**config.mk**
```make
export PLATFORM = sky130hd
export DESIGN_NAME = p2m_echo_indication
export DESIGN_NICKNAME = d
export VERILOG_FILES = /design/src/rtl/echo_p2m_pkg.sv /design/src/rtl/p2m_fifo.sv /design/src/rtl/p2m_echo_indication.sv
export SDC_FILE = /design/constraint.sdc
export NUM_CORES = 1
export LEC_CHECK = 0
export ABC_AREA = 1
export CAP_MARGIN = 20
export CORE_UTILIZATION = 55
export DETAILED_ROUTE_END_ITERATION = 8
export DONT_BUFFER_PORTS = 1
export PLACE_DENSITY = 0.7
export SYNTH_ARGS = -nofsm -noshare
export SYNTH_HDL_FRONTEND = slang
export SYNTH_SLANG_ARGS = --single-unit
```
**constraint.sdc**
```tcl
create_clock -name CLK -period 7.9 [get_ports CLK]
set_input_delay 0.79 -clock CLK [delete_from_list [all_inputs] [get_ports CLK]]
set_output_delay 0.79 -clock CLK [all_outputs]
set_load 0.02 [all_outputs]
```
**src/rtl/echo_p2m_pkg.sv**
```systemverilog
// echo_p2m_pkg
//   Shared definitions for the EchoIndication pipe-to-method deserializer:
//   method ids, the expected message length, payload field positions and
//   the 144-bit message layout {id, len, payload[95:0], tag}.
package echo_p2m_pkg;

    localparam int MSG_W = 144;

    // Method ids carried in the message id field.
    localparam logic [15:0] HEARD   = 16'd0;
    localparam logic [15:0] HEARD2  = 16'd1;
    localparam logic [15:0] HEARD3  = 16'd2;

    // Every well-formed EchoIndication message reports length 5.
    localparam logic [15:0] MSG_LEN = 16'd5;

    // Field offsets inside the full 144-bit message.
    localparam int ID_LSB      = 128;
    localparam int LEN_LSB     = 112;
    localparam int PAYLOAD_LSB = 16;
    localparam int TAG_LSB     = 0;

    // Argument MSBs inside the 96-bit payload (payload bit 95 = message bit 111).
    localparam int PL_V_MSB = 95;   // heard.v   32 bits
    localparam int PL_A_MSB = 95;   // heard2/3.a 16 bits
    localparam int PL_B_MSB = 79;   // heard2/3.b 16 bits
    localparam int PL_C_MSB = 63;   // heard3.c  32 bits
    localparam int PL_D_MSB = 31;   // heard3.d  32 bits

    typedef struct packed {
        logic [15:0] id;
        logic [15:0] len;
        logic [95:0] payload;
        logic [15:0] tag;
    } echo_msg_t;

    // A message is deliverable only with the fixed length and a known id.
    function automatic logic msg_is_good(input echo_msg_t m);
        return (m.len == MSG_LEN) && (m.id <= HEARD3);
    endfunction

endpackage

```
**src/rtl/p2m_fifo.sv**
```systemverilog
// p2m_fifo
//   DEPTH-entry circular buffer of EchoIndication messages.
//   Ports:
//     clk, rst_n   clock and asynchronous active-low reset (pointers/count only)
//     wr_en        write request; ignored while full
//     wr_data      message to store
//     rd_en        pop request; ignored while empty
//     rd_data      head entry (valid while !empty)
//     full, empty  occupancy flags derived from the registered count
module p2m_fifo
    import echo_p2m_pkg::*;
#(
    parameter int DEPTH = 2
) (
    input  logic      clk,
    input  logic      rst_n,
    input  logic      wr_en,
    input  echo_msg_t wr_data,
    input  logic      rd_en,
    output echo_msg_t rd_data,
    output logic      full,
    output logic      empty
);

    localparam int PTR_W = (DEPTH > 1) ? $clog2(DEPTH) : 1;
    localparam int CNT_W = $clog2(DEPTH + 1);
    localparam logic [PTR_W-1:0] LAST_IDX = PTR_W'(DEPTH - 1);
    localparam logic [CNT_W-1:0] CNT_MAX  = CNT_W'(DEPTH);

    echo_msg_t        mem [DEPTH];
    logic [PTR_W-1:0] wr_ptr;
    logic [PTR_W-1:0] rd_ptr;
    logic [CNT_W-1:0] count;
    logic             wr_fire;
    logic             rd_fire;

    assign full    = (count == CNT_MAX);
    assign empty   = (count == '0);
    assign wr_fire = wr_en && !full;
    assign rd_fire = rd_en && !empty;
    assign rd_data = mem[rd_ptr];

    always_ff @(posedge clk or negedge rst_n) begin
        if (!rst_n) begin
            wr_ptr <= '0;
            rd_ptr <= '0;
            count  <= '0;
        end else begin
            if (wr_fire) begin
                wr_ptr <= (wr_ptr == LAST_IDX) ? '0 : wr_ptr + 1'b1;
            end
            if (rd_fire) begin
                rd_ptr <= (rd_ptr == LAST_IDX) ? '0 : rd_ptr + 1'b1;
            end
            case ({wr_fire, rd_fire})
                2'b10:   count <= count + 1'b1;
                2'b01:   count <= count - 1'b1;
                default: count <= count;
            endcase
        end
    end

    // Storage is not reset: entries are only observed through the valid count.
    always_ff @(posedge clk) begin
        if (wr_fire) begin
            mem[wr_ptr] <= wr_data;
        end
    end

endmodule

```
**src/rtl/p2m_echo_indication.sv**
```systemverilog
// p2m_echo_indication
//   Pipe-to-method deserializer for the EchoIndication interface. Buffers
//   144-bit messages and replays each as one heard/heard2/heard3 call.
//   Optional feature macro: P2M_ERRCNT_EN adds the err_count port, a
//   saturating count of dropped (bad) messages.
//   Ports:
//     CLK, nRST               clock, asynchronous active-low reset
//     pipe_enq__ENA/_v/__RDY  upstream message pipe (RDY = buffer not full)
//     heard__ENA, heard_v, heard__RDY
//     heard2__ENA, heard2_a, heard2_b, heard2__RDY
//     heard3__ENA, heard3_a.._d, heard3__RDY
//                             EchoIndication client method port
//     err_count               dropped-message count (P2M_ERRCNT_EN only)
module p2m_echo_indication
    import echo_p2m_pkg::*;
#(
    parameter int DEPTH = 2
) (
    input  logic         CLK,
    input  logic         nRST,
    input  logic         pipe_enq__ENA,
    input  logic [143:0] pipe_enq_v,
    output logic         pipe_enq__RDY,
    output logic         heard__ENA,
    output logic [31:0]  heard_v,
    input  logic         heard__RDY,
    output logic         heard2__ENA,
    output logic [15:0]  heard2_a,
    output logic [15:0]  heard2_b,
    input  logic         heard2__RDY,
    output logic         heard3__ENA,
    output logic [15:0]  heard3_a,
    output logic [15:0]  heard3_b,
    output logic [31:0]  heard3_c,
    output logic [31:0]  heard3_d,
    input  logic         heard3__RDY
`ifdef P2M_ERRCNT_EN
    ,
    output logic [15:0]  err_count
`endif
);

    echo_msg_t head;
    echo_msg_t enq_msg;
    logic      fifo_full;
    logic      fifo_empty;
    logic      head_vld;
    logic      head_good;
    logic      sel_h1;
    logic      sel_h2;
    logic      sel_h3;
    logic      drop_bad;
    logic      deq;
    logic      unused_tag;

    assign enq_msg = pipe_enq_v;

    p2m_fifo #(
        .DEPTH (DEPTH)
    ) u_fifo (
        .clk     (CLK),
        .rst_n   (nRST),
        .wr_en   (pipe_enq__ENA),
        .wr_data (enq_msg),
        .rd_en   (deq),
        .rd_data (head),
        .full    (fifo_full),
        .empty   (fifo_empty)
    );

    // RDY comes from registered occupancy only, so a full buffer refuses
    // a write even when the head is leaving in the same cycle.
    assign pipe_enq__RDY = !fifo_full;

    assign head_vld  = !fifo_empty;
    assign head_good = msg_is_good(head);
    assign sel_h1    = head_vld && head_good && (head.id == HEARD);
    assign sel_h2    = head_vld && head_good && (head.id == HEARD2);
    assign sel_h3    = head_vld && head_good && (head.id == HEARD3);
    assign drop_bad  = head_vld && !head_good;

    assign heard__ENA  = sel_h1 && heard__RDY;
    assign heard2__ENA = sel_h2 && heard2__RDY;
    assign heard3__ENA = sel_h3 && heard3__RDY;

    // Data follows the selected head even while stalled; other methods read 0.
    assign heard_v  = sel_h1 ? head.payload[PL_V_MSB -: 32] : '0;
    assign heard2_a = sel_h2 ? head.payload[PL_A_MSB -: 16] : '0;
    assign heard2_b = sel_h2 ? head.payload[PL_B_MSB -: 16] : '0;
    assign heard3_a = sel_h3 ? head.payload[PL_A_MSB -: 16] : '0;
    assign heard3_b = sel_h3 ? head.payload[PL_B_MSB -: 16] : '0;
    assign heard3_c = sel_h3 ? head.payload[PL_C_MSB -: 32] : '0;
    assign heard3_d = sel_h3 ? head.payload[PL_D_MSB -: 32] : '0;

    // Bad messages leave in one cycle; good ones leave only when accepted.
    assign deq = drop_bad || heard__ENA || heard2__ENA || heard3__ENA;

    // The arg-word tag is carried for the transport but not needed here.
    assign unused_tag = ^head.tag;

`ifdef P2M_ERRCNT_EN
    always_ff @(posedge CLK or negedge nRST) begin
        if (!nRST) begin
            err_count <= '0;
        end else if (drop_bad && (err_count != 16'hFFFF)) begin
            err_count <= err_count + 16'd1;
        end
    end
`endif

endmodule
```
# Word level (Yosys, flattened, before mapping)
# Memory sizes are Yosys's and may differ from the RTL's.
# Index checks and enable logic that the tools add are counted.
[word_totals] ff_bits=4 latch_bits=0 ram_bits=288 rom_bits=0 inputBits=150 word_cells=47 memories=1
[mem_list] memory="u_fifo.mem" words=2 word_bits=144 read_ports=1 rd_ports_with_merged_regs=0 wr=1 line="p2m_fifo.sv:30" rtl="echo_msg_t mem [DEPTH];"
[classes] add_sub_neg=4 multipliers=0 div_mod_pow=0 n_lt_le_gt_ge=1 eq_ne=6 shift=0 muxes=12 bitwise=0 n_reduce_logical=20
[ops] cell="32-bit two-way mux" count=3
[ops] cell="16-bit two-way mux" count=4
[ops] cell="16-bit by 1-bit == test with 1-bit output, second input constant" count=1
[ops] cell="16-bit by 2-bit == test with 1-bit output, second input constant" count=1
[ops] cell="16-bit by 3-bit == test with 1-bit output, second input constant" count=1
[ops] cell="16-bit by 2-bit <= comparator with 1-bit output, second input constant" count=1
[ops] cell="16-bit zero test" count=1
[ops] cell="1-bit logical AND" count=11
[ops] cell="2-bit == test, second input constant" count=2
[ops] cell="1-bit two-way mux" count=4
[ops] cell="2-bit case mux with 2 select lines" count=1
[ops] cell="1-bit zero test" count=3
[ops] cell="1-bit logical OR" count=3
[ops] cell="1-bit adder, second input constant" count=2
[ops] cell="2-bit by 1-bit adder with 2-bit output, second input constant" count=1
[ops] cell="2-bit by 1-bit == test with 1-bit output, second input constant" count=1
[ops] cell="2-bit zero test" count=1
[ops] cell="2-bit nonzero test" count=1
[ops] cell="2-bit by 1-bit subtractor with 2-bit output, second input constant" count=1

# Longest topological paths before layout
# Gate-level depths: netlist of the first run.
# An unclocked memory read counts as a cell.
[depth] word_depth=12 depth_mapped=18 mapped_depth_nobuf=16

# Cells and area by module
# From an unflattened synthesis of the first run, not the netlist that was laid out.
[unflattened] hier_cells=1126 hier_area_um2=12040.3
[by_module_without_submodules] mod="p2m_fifo" n_inst=1 cells_per_inst=784 area_each_um2=10661.5
[by_module_without_submodules] mod="p2m_echo_indication" n_inst=1 cells_per_inst=342 area_each_um2=1378.8

# Worst setup path after synthesis of the first run
# Ideal clock, no wire load.
[synth_timing] path_kind="input to register" from="input port pipe_enq__ENA" to="memory u_fifo.mem[1][100] (netlist name), enable pin" arrival_ns=6.231 t_required_ns=7.282 setup_slack_ns=1.051 stages=2 cell_sequence="nand2_1 -> nor2_1"
[synth_between] elab_chain_len=3
[synth_rtl] item="start: declaration" line="p2m_echo_indication.sv:21" rtl="input logic pipe_enq__ENA,"
[synth_rtl] item="1-bit logical AND" line="p2m_fifo.sv:39" rtl="assign wr_fire = wr_en && !full;"
[synth_rtl] item="1-bit two-way mux" line="p2m_fifo.sv:65" rtl="if (wr_fire) begin"
[synth_rtl] item="1-bit two-way mux (implied by the code)" line="p2m_fifo.sv:66" rtl="mem[wr_ptr] <= wr_data;"
[synth_rtl] item="end: declaration" line="p2m_fifo.sv:30"
# Every way passes these cells.

# Worst setup path in the final report of the first run
[layout_timing] from="register u_fifo.rd_ptr" to="output port heard3_d[29]"
[layout_between] elab_chain_len=6 word_cells_on_any_way=8 classes_between="order compare: 1; eq/ne: 2; mux: 1; reduce/logical: 3; memory: 1"
[layout_rtl] item="start: declaration" line="p2m_fifo.sv:32" rtl="logic [PTR_W-1:0] rd_ptr;"
[layout_rtl] item="start signal: assignment" line="p2m_fifo.sv:53" rtl="rd_ptr <= (rd_ptr == LAST_IDX) ? '0 : rd_ptr + 1'b1;"
[layout_rtl] item="memory 2 x 144 bit *"
[layout_rtl] item="16-bit by 2-bit <= comparator with 1-bit output or 16-bit by 3-bit == test with 1-bit output (tied branches)" line="echo_p2m_pkg.sv:39" rtl="return (m.len == MSG_LEN) && (m.id <= HEARD3);"
[layout_rtl] item="1-bit logical AND" line="echo_p2m_pkg.sv:39"
[layout_rtl] item="1-bit logical AND (2 in series)" line="p2m_echo_indication.sv:79" rtl="assign sel_h3 = head_vld && head_good && (head.id == HEARD3);"
[layout_rtl] item="32-bit two-way mux *" line="p2m_echo_indication.sv:93" rtl="assign heard3_d = sel_h3 ? head.payload[PL_D_MSB -: 32] : '0;"
[layout_rtl] item="end: declaration" line="p2m_echo_indication.sv:35" rtl="output logic [31:0] heard3_d,"
# Every way passes the cells marked *; elsewhere a longest branch is shown, timed or not.

==> metrics.txt, run 1 <==
post-synthesis sequential area ratio=76.1%; fill count=1,293; Min Clock Period, post-route=about 5.5 ns; DIE AREA=approximately 0.019 mm2; Reg2Reg Launch Point=u_fifo.rd_ptr; CP Cell Sequence=buf_4, nand2_1, nand2_1, nand2_1, nor2_1, nand2_1, nand2_2, nand3_2, nor2_2, clkinv_2, buf_4, a21oi_1; GRT Total Usage=a little over a fifth; failing checks=design-rule violations; global placement routability congestion=roughly 0.91; post-CTS setup buffer count=0; Final Hold Viols=0; clock sink count=260; fin util=between 60 and 70%; hold slack=around 0.35 ns; DR WL/cell=about 20 um; fmax=roughly 180 MHz; unrepaired setup endpoints after global routing=no; CP Buf/Inv Count=3; Slew @ Worst Pin=~1.1 ns; Clk Latency, worst-skew pair=about 0.53 ns; synthesized area=0.0102 mm2; CP Launch Type=flop; Net count, final=about 940; Root Driver=clkbuf_16; htree depth=1; most used cell, CP=nand2_1; Worst Setup SP=u_fifo.rd_ptr; antenna violations before repair=0; Leak Pwr=just over 4 nW; Syn Area/Cell=approximately 13 um2; total gr overflow=0; final slew viol count=0; io pins=about 310; Port Buf Inserts=0; CP max-delay cell=buf_4; crit-path max FO=between 80 and 90; DRT antenna net count=0; DR iter-0 viols=about 460; via count=a little under 6,000; clock skew=0.0111 ns; Critical Path RT=7.11 ns; DRC violations left=45; Max-slew headroom=~27%; clock-pin slew on the worst setup and hold paths=0.06 ns; Cell Rows=49; FF+latch count, synth=260; TritonCTS clock tree=built; final wirelength=between 20,000 and 25,000 um; CP peak stage delay=0.81 ns; most common cell after layout, fill and taps aside=edfxtp_1; chip height=between 100 and 150 um; maximum buffer depth of the clock tree=3; share of layout cells above drive strength 1=under 10%; min-delay worst type=input port to flop; Area growth syn-to-layout=11.3%; Post-Syn Instances=782; first-pass GRT wire length=~31,000 um; Crit path max-delay family=buffers and inverters; Critical Path AT=4.70 ns; diode count=0; Max-Cap Viols=0; area occupied by multi-input gates=~0.0022 mm2; peak supply drop=209 uV; HP Start=pipe_enq_v[28]; vias in the first global route=between 5,000 and 6,000; synth warn=0; final setup fails=0; core area=around 0.018 mm2; Initial DRT Pass Iterations=7; Synth Net Count=between 900 and 1,000; starting density of the core=a little under three fifths; status=finished, violations left; die span in x=between 100 and 150 um; kind of critical path=flop to output pin; Vias/cell=~5.7; hpwl dp=approximately 14,000 um; most frequent cells in the layout=edfxtp_1, nand2_1, nor2_1, a21oi_1, mux2i_1; largest net degree at the start of global routing=86; Storage cell area=around 0.0078 mm2; cts bufs inserted=27; crit end category=output pin; Distinct cells, synth=25; fin crit share=a little over two thirds; Setup TNS=0 ns; P per Cell Area=353 mW/mm2
-- cell usage after synthesis, drive strengths merged --
cell type	count	share of area (%)
dfrtp	4	0.98
nor3	7	0.34
o21ai	1	0.049
nand4	7	0.43
a21oi	68	3.7
a31oi	1	0.061
inv	21	0.77
mux2i	32	3.1
nand3b	10	0.73
nor2	152	5.6
ha	1	0.12
edfxtp	256	75
buf	8	0.78
nand2	172	6.3
nor3b	2	0.15
clkbuf	28	1.0
nand3	10	0.54
xnor2	2	0.17
-- stage by stage --
stage | cells | worst slack [ns] | power (mW) | instance area [um2]
2_1_floorplan | 782 | 1.05 | 2.59 | 10200
3_3_place_gp | 983 | 3.07 | 2.69 | 10400
3_5_place_dp | 983 | 2.89 | 2.73 | 10400
4_1_cts | 1033 | 2.33 | 4.05 | 11400
5_1_grt | 1034 | 1.99 | 4.20 | 11400
6_report | 1034 | 2.41 | 4.02 | 11400
-- area by class of cell --
cell class                 count  area share, %
tap                          229           2.51
sequential                   260           68.4
clock inverter                19           2.19
multi-input combinational    465           19.3
timing repair buffer          10          0.857
clock buffer                  30           6.03
inverter                      21          0.703
-- final timing paths --
check	end	slack [ns]	cells after the start
setup / recovery	heard3_d[29]	2.41	12
hold / removal	u_fifo.mem[1][28]	0.35	0
setup reg to reg	u_fifo.count[1]	4.48	16
hold reg to reg	u_fifo.count[1]	0.53	1
max in group asynchronous	u_fifo.rd_ptr	7.13	1
min in group asynchronous	u_fifo.count[1]	0.56	1
-- report_power, final --
group	internal [mW]	switching (mW)	leakage, nW
clock	0.820	0.496	0.457
combinational	0.181	0.521	1.18
sequential	1.89	0.113	2.42
-- routing by layer --
metal | wire, um | track usage [%] | up-vias
met3 | 2550 | 9.66 | 48
met2 | 10300 | 35.6 | 298
met1 | 7350 | 23.4 | 2777
li1 | - | - | 2733
met4 | 788 | 9.28 | 0
met5 | 0 | 0 | -
-- state kept, by name (all words and copies together), names as in the netlist --
signal / flops
u_fifo.count: 2
u_fifo.mem: 256
u_fifo.rd_ptr: 1
u_fifo.wr_ptr: 1
-- repair_timing --
item | CTS | global route
hold endpoints to repair | 4 | 0
hold buffers | 1 | 0
resized for setup | 0 | 0
-- cell families after synthesis --
kind of cell / synth area share, %
flops: 76.1
fa+ha+maj: 0.122
xor+xnor: 0.171
mux: 3.13
buf+inv: 2.58
simple gates: 14.1
compound gates: 3.80
-- worst reg2reg max path, stage by stage (launching register included) --
cell	delay, ns
dfrtp_4	0.67
buf_4	0.82
nor2_1	0.16
nand3_1	0.12
nand2_1	0.09
inv_2	0.08
nor2_1	0.05
nand2_1	0.12
nand2_2	0.12
nand4_1	0.09
nor2_1	0.05
nor2_1	0.12
nand3_1	0.12
ha_1	0.34
a21oi_1	0.11
o21ai_0	0.11
xnor2_1	0.14
No activity file was read; power rests on OpenSTA's default activity.
==> run 2: changes to the inputs <==
- clock period: 7.9 -> 5.41 ns (I/O delays scaled with it)
==> run 2 against run 1 <==
Flip-flop and latch count did not move. The run still ends with design-rule violations left. Largest power group unchanged. Design area rose by 0.68%. Count of clock-buffer cells in the layout did not move.
==> metrics.txt, run 2 (synthesis results as in run 1) <==
Max-slew headroom=between 30% and 40%; Port Buf Inserts=0; placed inst area=between 0.01 and 0.015 mm2; total power=~5.6 mW; Clk Latency, worst-skew pair=about 0.53 ns; Cell Rows=49; kind of critical path=flop to output pin; maximum buffer depth of the clock tree=3; pre-CTS WS=1.69 ns; diode count=0; crit-path max FO=56; placed cell count=slightly above 1,000; io pins=approximately 310; share of layout cells above drive strength 1=about an eighth; min-delay worst type=input port to flop; DR WL/cell=just over 20 um; largest registers=u_fifo.mem: 256 flops, u_fifo.count: 2 flops; post-CTS setup buffer count=0; Initial DRT Pass Iterations=7; Critical Path AT=about 3.7 ns; htree depth=1; first-pass GRT wire length=~32,000 um; status=finished, violations left; Leak Pwr=a little over 4 nW; Largest Register=u_fifo.mem; final std cells w/o fill=between 1,000 and 1,500; Reg2Reg Launch Point=u_fifo.rd_ptr; clock-pin slew on the worst setup and hold paths=~0.06 ns; DRT antenna net count=0; P per Cell Area=491 mW/mm2; via count=6,014; fin util=around 63%; TritonCTS clock tree=built; vias in the first global route=~6,000; hpwl dp=between 10,000 and 15,000 um; die span in x=approximately 140 um; DIE AREA=roughly 0.019 mm2; CP Launch Type=flop; Worst Setup SP=u_fifo.rd_ptr; most frequent cells in the layout=edfxtp_1, nand2_1, nor2_1, a21oi_1, buf_4; starting density of the core=a little under three fifths; Min Clock Period, post-route=approximately 4.3 ns; global placement routability congestion=a little under 0.9; clock skew=0.0223 ns; core area=0.0181 mm2; Final Hold Viols=0; crit end category=output pin; Critical Path RT=around 4.9 ns; final worst slack=~1.1 ns; Largest register FFs=around 260; chip height=138 um; total gr overflow=0; clock sink count=260; failing checks=design-rule violations; HP Start=pipe_enq_v[43]; DRC violations left=40; largest net degree at the start of global routing=between 60 and 70; GRT Total Usage=between 20% and 30%; peak supply drop=about 330 uV; final slew viol count=0; post-route cell area=0.0115 mm2; Net count, final=963; fin crit share=roughly four fifths; hold slack=between 0.1 and 0.15 ns; Root Driver=clkbuf_16; Vias/cell=approximately 5.7; antenna violations before repair=0; cts bufs inserted=26; Max-Cap Viols=0; Area growth syn-to-layout=12.0%; unrepaired setup endpoints after global routing=no; final wirelength=21,400 um; final setup fails=0; DR iter-0 viols=390; most common cell after layout, fill and taps aside=edfxtp_1; fmax=around 230 MHz; Slew @ Worst Pin=between 0.9 and 1 ns; Setup TNS=0 ns
==> run 2: cell count changes in the layout (fill, tap and decap cells not counted), moves of 2 or more <==
cell | previous run | this run
clkinv_2 | 6 | 8
bufinv_16 | 6 | 2
buf_4 | 8 | 37
clkinvlp_4 | 1 | 3
==> run 2: final cells by class <==
class | instances | area [um2]
flip-flops and latches | 260 | 7790
clock buffers | 30 | 666
fillers | 1303 | 6620
inverters | 21 | 80.1
multi-input cells | 465 | 2200
repair buffers | 38 | 288
clock inverters | 18 | 158
well taps | 229 | 287
==> run 2: layer usage <==
| metal | up-vias | wire length [um] | global-route usage [%] |
|---|---|---|---|
| met2 | 292 | 10800 | 38.1 |
| met5 | - | 0 | 0 |
| met4 | 0 | 759 | 8.69 |
| li1 | 2787 | - | - |
| met1 | 2882 | 7550 | 24.3 |
| met3 | 53 | 2360 | 8.42 |
==> run 2: worst paths after layout <==
check / to / slack, ns / cells past startpoint
setup / recovery: heard2_b[5] / 1.13 / 12
hold / removal: u_fifo.mem[1][43] / 0.10 / 0
setup reg to reg: u_fifo.count[1] / 2.01 / 15
hold reg to reg: u_fifo.count[0] / 0.54 / 1
max in group asynchronous: u_fifo.rd_ptr / 4.89 / 1
min in group asynchronous: u_fifo.rd_ptr / 0.31 / 1
==> run 2: what timing repair did <==
action | in CTS | in global routing
hold buffers | 1 | 0
gates resized for setup | 0 | 0
hold endpoints to repair | 4 | 0
==> run 2: power breakdown <==
group          internal (mW)  switching, mW
sequential              2.76          0.202
clock                  0.981          0.715
combinational          0.248          0.732
total                   3.99           1.65
==> run 2: critical path, stage by stage (launching register included) <==
cell     delay, ns
dfrtp_4       0.90
inv_2         0.27
nand2_1       0.16
nand2_1       0.10
nor2_1        0.09
nand2_1       0.06
nor2_1        0.13
nand2_1       0.12
nand2_2       0.14
nand3_2       0.10
nor2_1        0.14
inv_1         0.42
nor2_1        0.55
